## src/rtl/muldiv_unit.sv

```systemverilog
// Iterative MIPS multiply/divide unit with architectural HI/LO registers.
// Latency: start sampled at E0, HI/LO written at E(WIDTH+1), done pulses in the following cycle.
// Backpressure: busy holds off new starts and MTHI/MTLO writes; start while busy is dropped.
//
// Ports:
//   clk, reset      : single clock, synchronous active-high reset
//   start, op, a, b : launch MULT(00) / MULTU(01) / DIV(10) / DIVU(11) on rs=a, rt=b
//   hi_we, lo_we    : MTHI / MTLO strobes carrying wdata, honoured only while idle
//   busy, done      : busy in CALC/SIGN; done is a one-cycle pulse once HI/LO hold the result
//   hi, lo          : HI (mult upper / remainder), LO (mult lower / quotient)
module muldiv_unit #(
    parameter int WIDTH = 32
) (
    input  logic             clk,
    input  logic             reset,
    input  logic             start,
    input  logic [1:0]       op,
    input  logic [WIDTH-1:0] a,
    input  logic [WIDTH-1:0] b,
    input  logic             hi_we,
    input  logic             lo_we,
    input  logic [WIDTH-1:0] wdata,
    output logic             busy,
    output logic             done,
    output logic [WIDTH-1:0] hi,
    output logic [WIDTH-1:0] lo
);

    localparam int CW = $clog2(WIDTH);

    typedef enum logic [1:0] {
        S_IDLE,
        S_CALC,
        S_SIGN,
        S_DONE
    } state_t;

    state_t           state;
    logic [CW-1:0]    cnt;

    // Latched operation attributes
    logic             is_div;
    logic             is_signed;
    logic             neg_a;
    logic             neg_b;

    // Shared iteration registers.
    //   mult: {acc_hi, acc_lo} is the partial product; acc_lo starts as |b| and is
    //         consumed LSB first while product bits shift in from the top.
    //   div : acc_hi is the partial remainder, acc_lo starts as |a| and collects
    //         quotient bits from the bottom.
    //   opnd: |a| for mult (multiplicand), |b| for div (divisor); held through SIGN.
    logic [WIDTH-1:0] acc_hi;
    logic [WIDTH-1:0] acc_lo;
    logic [WIDTH-1:0] opnd;

    // Operand magnitudes at launch. Negating INT_MIN yields 2^(WIDTH-1), which is
    // exactly right when the result is read as unsigned.
    logic             in_signed;
    logic [WIDTH-1:0] a_mag;
    logic [WIDTH-1:0] b_mag;

    always_comb begin
        in_signed = ~op[0];
        a_mag     = (in_signed && a[WIDTH-1]) ? (~a + 1'b1) : a;
        b_mag     = (in_signed && b[WIDTH-1]) ? (~b + 1'b1) : b;
    end

    // One iteration step, evaluated every cycle and used only in CALC.
    logic [WIDTH:0]   mul_sum;
    logic [WIDTH:0]   div_shift;
    logic [WIDTH-1:0] div_sub;
    logic             div_ge;
    logic [WIDTH-1:0] step_hi;
    logic [WIDTH-1:0] step_lo;

    always_comb begin
        mul_sum   = {1'b0, acc_hi} + (acc_lo[0] ? {1'b0, opnd} : {(WIDTH+1){1'b0}});
        div_shift = {acc_hi, acc_lo[WIDTH-1]};
        div_ge    = (div_shift >= {1'b0, opnd});
        // The true difference is below the divisor, so it fits in WIDTH bits.
        div_sub   = div_shift[WIDTH-1:0] - opnd;
        step_hi   = acc_hi;
        step_lo   = acc_lo;
        if (is_div) begin
            step_hi = div_ge ? div_sub : div_shift[WIDTH-1:0];
            step_lo = {acc_lo[WIDTH-2:0], div_ge};
        end else begin
            step_hi = mul_sum[WIDTH:1];
            step_lo = {mul_sum[0], acc_lo[WIDTH-1:1]};
        end
    end

    // Sign correction applied in SIGN.
    logic [2*WIDTH-1:0] prod_raw;
    logic [2*WIDTH-1:0] prod_fix;
    logic [WIDTH-1:0]   quo_fix;
    logic [WIDTH-1:0]   rem_fix;
    logic               res_neg;

    always_comb begin
        res_neg  = is_signed && (neg_a ^ neg_b);
        prod_raw = {acc_hi, acc_lo};
        prod_fix = res_neg ? (~prod_raw + 1'b1) : prod_raw;
        // Divide by zero forces an all-ones quotient. The restoring loop already
        // leaves |a| as the remainder, and the dividend-sign fix-up turns it back into a.
        if (opnd == '0)
            quo_fix = '1;
        else
            quo_fix = res_neg ? (~acc_lo + 1'b1) : acc_lo;
        rem_fix  = (is_signed && neg_a) ? (~acc_hi + 1'b1) : acc_hi;
    end

    always_ff @(posedge clk) begin
        if (reset) begin
            state     <= S_IDLE;
            busy      <= 1'b0;
            done      <= 1'b0;
            hi        <= '0;
            lo        <= '0;
            cnt       <= '0;
            is_div    <= 1'b0;
            is_signed <= 1'b0;
            neg_a     <= 1'b0;
            neg_b     <= 1'b0;
            acc_hi    <= '0;
            acc_lo    <= '0;
            opnd      <= '0;
        end else begin
            case (state)
                S_IDLE, S_DONE: begin
                    done <= 1'b0;
                    // MTHI/MTLO land even on a launch edge; SIGN overwrites them later.
                    if (hi_we) hi <= wdata;
                    if (lo_we) lo <= wdata;
                    if (start) begin
                        state     <= S_CALC;
                        busy      <= 1'b1;
                        cnt       <= '0;
                        is_div    <= op[1];
                        is_signed <= in_signed;
                        neg_a     <= in_signed & a[WIDTH-1];
                        neg_b     <= in_signed & b[WIDTH-1];
                        acc_hi    <= '0;
                        if (op[1]) begin
                            acc_lo <= a_mag;
                            opnd   <= b_mag;
                        end else begin
                            acc_lo <= b_mag;
                            opnd   <= a_mag;
                        end
                    end else begin
                        state <= S_IDLE;
                    end
                end
                S_CALC: begin
                    acc_hi <= step_hi;
                    acc_lo <= step_lo;
                    cnt    <= cnt + 1'b1;
                    if (cnt == CW'(WIDTH-1))
                        state <= S_SIGN;
                end
                S_SIGN: begin
                    if (is_div) begin
                        hi <= rem_fix;
                        lo <= quo_fix;
                    end else begin
                        hi <= prod_fix[2*WIDTH-1:WIDTH];
                        lo <= prod_fix[WIDTH-1:0];
                    end
                    state <= S_DONE;
                    busy  <= 1'b0;
                    done  <= 1'b1;
                end
                default: begin
                    state <= S_IDLE;
                    busy  <= 1'b0;
                    done  <= 1'b0;
                end
            endcase
        end
    end

endmodule

```

## config.mk

```make
export PLATFORM = sky130hd
export DESIGN_NAME = muldiv_unit
export DESIGN_NICKNAME = d
export VERILOG_FILES = /design/src/rtl/muldiv_unit.sv
export SDC_FILE = /design/constraint.sdc
export NUM_CORES = 1
export LEC_CHECK = 0
export BUFFER_PORTS_ARGS = -buffer_cell sky130_fd_sc_hd__buf_2
export CORE_UTILIZATION = 35
export DETAILED_ROUTE_END_ITERATION = 10
export REMOVE_ABC_BUFFERS = 1
export SYNTH_ARGS = -nofsm -noshare
export SYNTH_HDL_FRONTEND = slang
export SYNTH_SLANG_ARGS = --single-unit
```

## constraint.sdc

```tcl
create_clock -name clk -period 4.06 [get_ports clk]
set_input_delay 0.406 -clock clk [delete_from_list [all_inputs] [get_ports clk]]
set_output_delay 0.406 -clock clk [all_outputs]
set_load 0.01 [all_outputs]
```

==> results of run 1 <==
how the worst max path moves through the flow:
| stage | cells past startpoint | endpoint | slack [ns] | from |
|---|---|---|---|---|
| final | 13 | acc_hi[27] | 0.43 | acc_lo[0] |
| after floorplan | 9 | acc_hi[27] | -1.26 | state[0] |
| after global routing | 13 | acc_hi[27] | 0.24 | acc_lo[0] |
| after global placement | 12 | acc_hi[27] | 0.51 | acc_lo[0] |
| after CTS | 13 | acc_hi[27] | 0.49 | acc_lo[0] |
| after detailed placement | 13 | acc_hi[27] | 0.52 | acc_lo[0] |
kinds of logic (layout without fill, tap and decap cells):
| kind of cell | count (synthesis) | count (layout) | share of synthesized area (%) |
|---|---|---|---|
| buffers and inverters | 204 | 334 | 5.25 |
| AND/OR/NAND/NOR | 695 | 695 | 21.6 |
| AO/OA/AOI/OAI | 640 | 640 | 28.3 |
| flip-flops | 173 | 173 | 23.5 |
| multiplexers | 66 | 66 | 4.69 |
| adder cells (fa/ha/maj) | 75 | 75 | 6.46 |
| XOR/XNOR | 172 | 172 | 10.2 |
power by group through the flow:
stage	Sequential, uW	Clock, uW	Combinational, uW
global placement	2790	0	5820
floorplan	2820	0	3620
detailed placement	2810	0	5850
CTS	2770	1740	5880
finish	2790	1720	5970
global route	2850	1810	6490
layer usage:
metal	GRT usage, %	up-vias	share of wire, %
li1	-	7594	-
met1	39.0	7556	49
met2	39.7	635	43
met3	2.87	49	6.7
met4	5.58	0	1.4
met5	0	-	0
area by class of cell:
type	instances	share of cell area, %
Multi-Input combinational cell	1648	62.5
Sequential cell	173	20.5
Timing Repair Buffer	237	8.13
Tap cell	532	3.94
Clock buffer	17	2.52
Inverter	65	1.44
Clock inverter	15	0.985
synthesized netlist by cell type, drive strengths merged (19+ instances only):
cell type	n	area, um2
nor4	28	175
nor3	58	290
o221ai	30	263
a21oi	203	1020
inv	65	244
dfxtp	173	3460
ha	73	913
o21ai	111	559
nand3	22	110
a211oi	76	576
nand2	192	721
nand2b	19	119
xor2	72	631
xnor2	100	876
a31oi	21	131
nor2	263	987
mux2	25	282
clkbuf	120	450
o31ai	24	194
mux2i	41	410
a21o	36	270
buf	19	80.1
o211ai	30	225
through the flow:
step | power [uW] | std cells | TNS, ns | worst slack [ns]
2_1_floorplan | 6440 | 1886 | -32.32 | -1.26
3_3_place_gp | 8620 | 2655 | 0 | 0.511
3_5_place_dp | 8660 | 2655 | 0 | 0.523
4_1_cts | 10400 | 2687 | 0 | 0.487
5_1_grt | 11200 | 2687 | 0 | 0.242
6_report | 10500 | 2687 | 0 | 0.431
state kept, by name, indices dropped and copies added, names as in the netlist:
| register | flops |
|---|---|
| hi | 32 |
| done | 1 |
| lo | 32 |
| acc_lo | 32 |
| acc_hi | 32 |
| cnt | 5 |
| neg_b | 1 |
| busy | 1 |
| is_signed | 1 |
| opnd | 32 |
| neg_a | 1 |
| state | 2 |
| is_div | 1 |
==> out/results.txt, run 1 <==
Status = complete, no violations
Final wirelength = 56700 um
Most common flop cell mapped by yosys = dfxtp_1
Area taken by multi-input logic gates = 0.0106 mm2
Commonest non-fill, non-tap cell in the layout = nor2_1
Power share of the clock group = 16.4%
CP bufs+invs = 2
Post-DRT Antenna Nets = 0
Reg area = 0.00346 mm2
Synth Area per Inst = 7.29 um2
Worst hold path class = input pin to flop
Post-route clock period utilization = 89.4%
Share of post-route cells with drive strength above 1 = 15.3%
Layout Utilization = 41.0%
# fillers = 4312
Crit Path Class = flop to flop
Synth unique cells = 76
Hold_ws = 0.239 ns
Cells on worst reg2reg path = 13
Mapped cell area = 0.0148 mm2
Clock period minus worst slack = 3.63 ns
Die Y = 207 um
Pint = 5210 uW
Hold path startpoint = op[0]
Dpl hpwl = 45000 um
Critical path arrival = 4.04 ns
Row count = 74
First-pass GRT wire length = 87900 um
Clk_lat worst skew = 0.48 ns
Clock Tree Root = clkbuf_16
Setup Skew = 0.0246 ns
Total core area = 0.0412 mm2
Post-Syn Instances = 2025
Worst setup EP type = flop
Ys async rst share = 0%
Final instance area = 0.0169 mm2
Post-DP Area = 0.0163 mm2
Cell count of the worst hold path = 2
Most frequent cells in the layout = nor2_1 (262), a21oi_1 (201), nand2_1 (192), dfxtp_1 (172), buf_2 (167)
Drt initial violations = 1462
Longest Clk Path Bufs = 2
Setup crit start kind = flop
Worst r2r src = acc_lo[0]
P per Cell Area = 620 mW/mm2
Sw frac = 50.3%
Hold violation count in the final report = 0
Slew headroom = 28.8%
Hold path endpoint = is_signed
Die area = 0.0430 mm2
FF-to-FF setup slack = 0.43 ns
Most frequent CP cell = a31o_2
Reg2reg end = acc_hi[27]
WP data required = 4.47 ns
Die Width = 207 um
EDFF count, synth = 0
Register bit total from synthesis = 173
Largest net degree at the start of global routing = 88
Initial antenna violation count = 0
Slowest stage delay, CP = 0.38 ns
Max IR drop VDD = 400 uV
Clock slew seen by the registers of the worst setup and hold paths = 0.09 ns
DRC viols = 0
Routed vias/inst = 5.89
Iteration count of the initial detailed-routing pass = 5
Total GRT Usage = 26.1%
Critical Path Fanout Max = 24
Initial core utilization = 35.8%
I/O Buffers = 168
CTS Sinks = 173
Num CTS Buffers = 17
Seq pwr share = 26.7%
Global placer's final weighted congestion = 0.967
Post-synthesis sequential area ratio = 23.5%
Max-Cap Viols = 0
I/O pin count = 169
TritonCTS clock tree = built
Total grt overflow = 0
CP cell instances = inv_1, buf_4, nor2_1, ha_1, a21oi_1, o21ai_0, or2_2, a31o_2, a31o_2, a41oi_1, mux2_2, nand3b_1, o311a_1
Worst-margin pin slew = 1.07 ns
Post-CTS Setup Bufs = 0
P_leak = 0.00724 uW
Pins Over Slew Limit = 0
Comb pwr share = 56.9%
Vias in the first global route = 14555
Area delta synth->final = 14.5%
# setup viols final = 0
Antenna cells = 0
Final Net Count = 2320
DR vias = 15834
CTS Hold Buffers Added = 0
Resize count post-CTS = 0
NetSw = 5270 uW
H-tree depth = 4
Slowest-stage cell, CP = ha_1
Fmax achieved = 276 MHz
RSZ-0062 raised after global routing = no
Crit-path leading delay family = compound AO/OA/AOI/OAI gates
Routed WL per cell = 21.1 um
YS warnings = 0
No activity file was read; power rests on OpenSTA's default activity.
==> run 2: changes to the inputs <==
==> constraint.sdc (replaced) <==
create_clock -name clk -period 3.3 [get_ports clk]
set_input_delay 0.33 -clock clk [delete_from_list [all_inputs] [get_ports clk]]
set_output_delay 0.33 -clock clk [all_outputs]
set_load 0.01 [all_outputs]
==> run 2 against run 1 <==
- clock power rose by 19%
- via count up 2.4%
- register-to-register slack lost 0.30 ns
- critical path depth stayed put
- sequential share of layout area shrank 1.0 points
- non-clock buffer count is 109 higher
- cell count is 4.1% higher
- first-iteration DRC count increased by 7.3%
- critical path type unchanged
- highest routed layer is now met5
==> out/results.txt, run 2 (synthesis gave the netlist of run 1 again) <==
Final instance area = 0.0178 mm2 (+5.5%)
Initial antenna violation count = 1 (+1)
Max-Cap Viols = 0 (unchanged)
Setup Skew = 0.0159 ns (-0.00878 ns)
Fmax achieved = 316 MHz (+15%)
Area delta synth->final = 20.8%
CTS Sinks = 173 (unchanged)
Post-route clock period utilization = 96.0% (+6.7 points)
Num CTS Buffers = 17 (unchanged)
Hold path endpoint = cnt[0]
Commonest non-fill, non-tap cell in the layout = nor2_1
Hold path startpoint = reset
# fillers = 4261 (-1.2%)
Max IR drop VDD = 420 uV (+5.0%)
Hold_ws = 0.208 ns (-0.0314 ns)
First-pass GRT wire length = 90700 um (+3.2%)
Die area = 0.0430 mm2 (unchanged)
Routed vias/inst = 5.80 (-1.6%)
Worst hold path class = input pin to flop
Cell count of the worst hold path = 2 (unchanged)
Crit Path Class = flop to flop
Routed WL per cell = 20.9 um (-0.80%)
Most frequent cells in the layout = nor2_1 (262), a21oi_1 (200), nand2_1 (192), buf_4 (175), dfxtp_1 (170)
DR vias = 16215 (+2.4%)
P_leak = 0.00779 uW (+7.7%)
P per Cell Area = 761 mW/mm2 (+23%)
Share of post-route cells with drive strength above 1 = 20.2% (+4.9 points)
Critical Path Fanout Max = 4 (-83%)
Iteration count of the initial detailed-routing pass = 5 (unchanged)
Total grt overflow = 0 (unchanged)
FF-to-FF setup slack = 0.13 ns (-0.30 ns)
CTS Hold Buffers Added = 0 (unchanged)
Clock slew seen by the registers of the worst setup and hold paths = 0.08 ns (about the same)
TritonCTS clock tree = built
Post-DP Area = 0.0171 mm2 (+5.1%)
Pins Over Slew Limit = 0 (unchanged)
Clock period minus worst slack = 3.17 ns (-0.460 ns)
Drt initial violations = 1568 (+7.3%)
H-tree depth = 4 (unchanged)
Initial core utilization = 35.8% (unchanged)
Worst-margin pin slew = 0.985 ns (-0.0812 ns)
Die Width = 207 um (unchanged)
Dpl hpwl = 47000 um (+4.4%)
Row count = 74 (unchanged)
Clk_lat worst skew = 0.46 ns (-0.02 ns)
Critical path arrival = 3.52 ns (-0.52 ns)
Worst r2r src = opnd[1]
WP data required = 3.65 ns (-0.82 ns)
Layout Utilization = 43.3% (+2.2 points)
Longest Clk Path Bufs = 2 (unchanged)
# setup viols final = 0 (unchanged)
Slowest stage delay, CP = 0.33 ns (-0.05 ns)
Vias in the first global route = 15236 (+4.7%)
Status = complete, no violations
Worst setup EP type = flop
Reg2reg end = acc_hi[28]
Final Net Count = 2429 (+4.7%)
Slew headroom = 34.3% (+5.5 points)
Hold violation count in the final report = 0 (unchanged)
I/O pin count = 169 (unchanged)
I/O Buffers = 168 (unchanged)
Die Y = 207 um (unchanged)
Slowest-stage cell, CP = a211oi_2
Post-DRT Antenna Nets = 0 (unchanged)
Largest net degree at the start of global routing = 89 (+1.1%)
Total GRT Usage = 26.8% (+0.72 points)
Setup crit start kind = flop
Cells on worst reg2reg path = 13 (unchanged)
CP cell instances = buf_4, nand2_1, inv_1, ha_1, a211oi_2, o31ai_2, a31o_2, a21o_1, o21a_1, a31oi_1, xor2_1, nor2_1, a221o_1
Final wirelength = 58600 um (+3.3%)
DRC viols = 0 (unchanged)
Total core area = 0.0412 mm2 (unchanged)
Clock Tree Root = clkbuf_16
Global placer's final weighted congestion = 0.981 (+1.4%)
[run 2: how the worst max path moves through the flow]
stage | from | to | depth (start not counted)
after detailed placement | opnd[2] | acc_hi[27] | 12
after CTS | opnd[12] | acc_lo[0] | 11
after global routing | acc_lo[0] | acc_hi[28] | 13
final | opnd[1] | acc_hi[28] | 13
after global placement | opnd[2] | acc_hi[27] | 12
after floorplan | state[0] | acc_hi[27] | 9
[run 2: cell type report]
type / count / area (um2) / area share (%)
Antenna cell: 1 / 2.50 / 0.0140
Clock buffer: 17 / 425 / 2.39
Clock inverter: 15 / 149 / 0.835
Inverter: 65 / 244 / 1.37
Multi-Input combinational cell: 1648 / 10700 / 59.8
Sequential cell: 173 / 3470 / 19.5
Tap cell: 532 / 666 / 3.73
Timing Repair Buffer: 346 / 2220 / 12.5
[run 2: where the power goes]
group / switching, uW / internal (uW) / total [uW] / leakage [uW]
registers: 439 / 2750 / 3190 / 0.00142
clock network: 1040 / 1010 / 2050 / 0.000280
logic: 5140 / 3180 / 8320 / 0.00609
[run 2: stage by stage]
step	worst slack, ns	TNS, ns	instances	power, uW
floorplan	-2.02	-102.73	1886	7920
global placement	-0.113	-0.113	2763	11200
detailed placement	-0.0626	-0.120	2763	11300
CTS	0.00474	0	2795	13400
global route	-0.0342	-0.0882	2796	14400
finish	0.131	0	2797	13600
[run 2: critical path, delay by kind of cell, from the launching register on]
kind | cells | cell delay, ns
adder cells (fa/ha/maj) | 1 | 0.32
AND/OR/NAND/NOR | 2 | 0.18
buffers and inverters | 2 | 0.22
flip-flops | 1 | 0.32
XOR/XNOR | 1 | 0.17
AO/OA/AOI/OAI | 7 | 1.82
[run 2: timing repair]
item | CTS | global route
endpoints found under the setup margin | 3 | 26
gates resized for setup | 6 | 23
setup buffers | 0 | 1
pin swaps | 0 | 11
[run 2: per-layer routing]
metal  track usage, %  wire (um)  vias up
met5                0         17        -
met4             7.15       1030        2
met3             4.07       4280       62
met2             41.2      25800      626
met1             38.6      27500     7729
li1                 -          -     7796
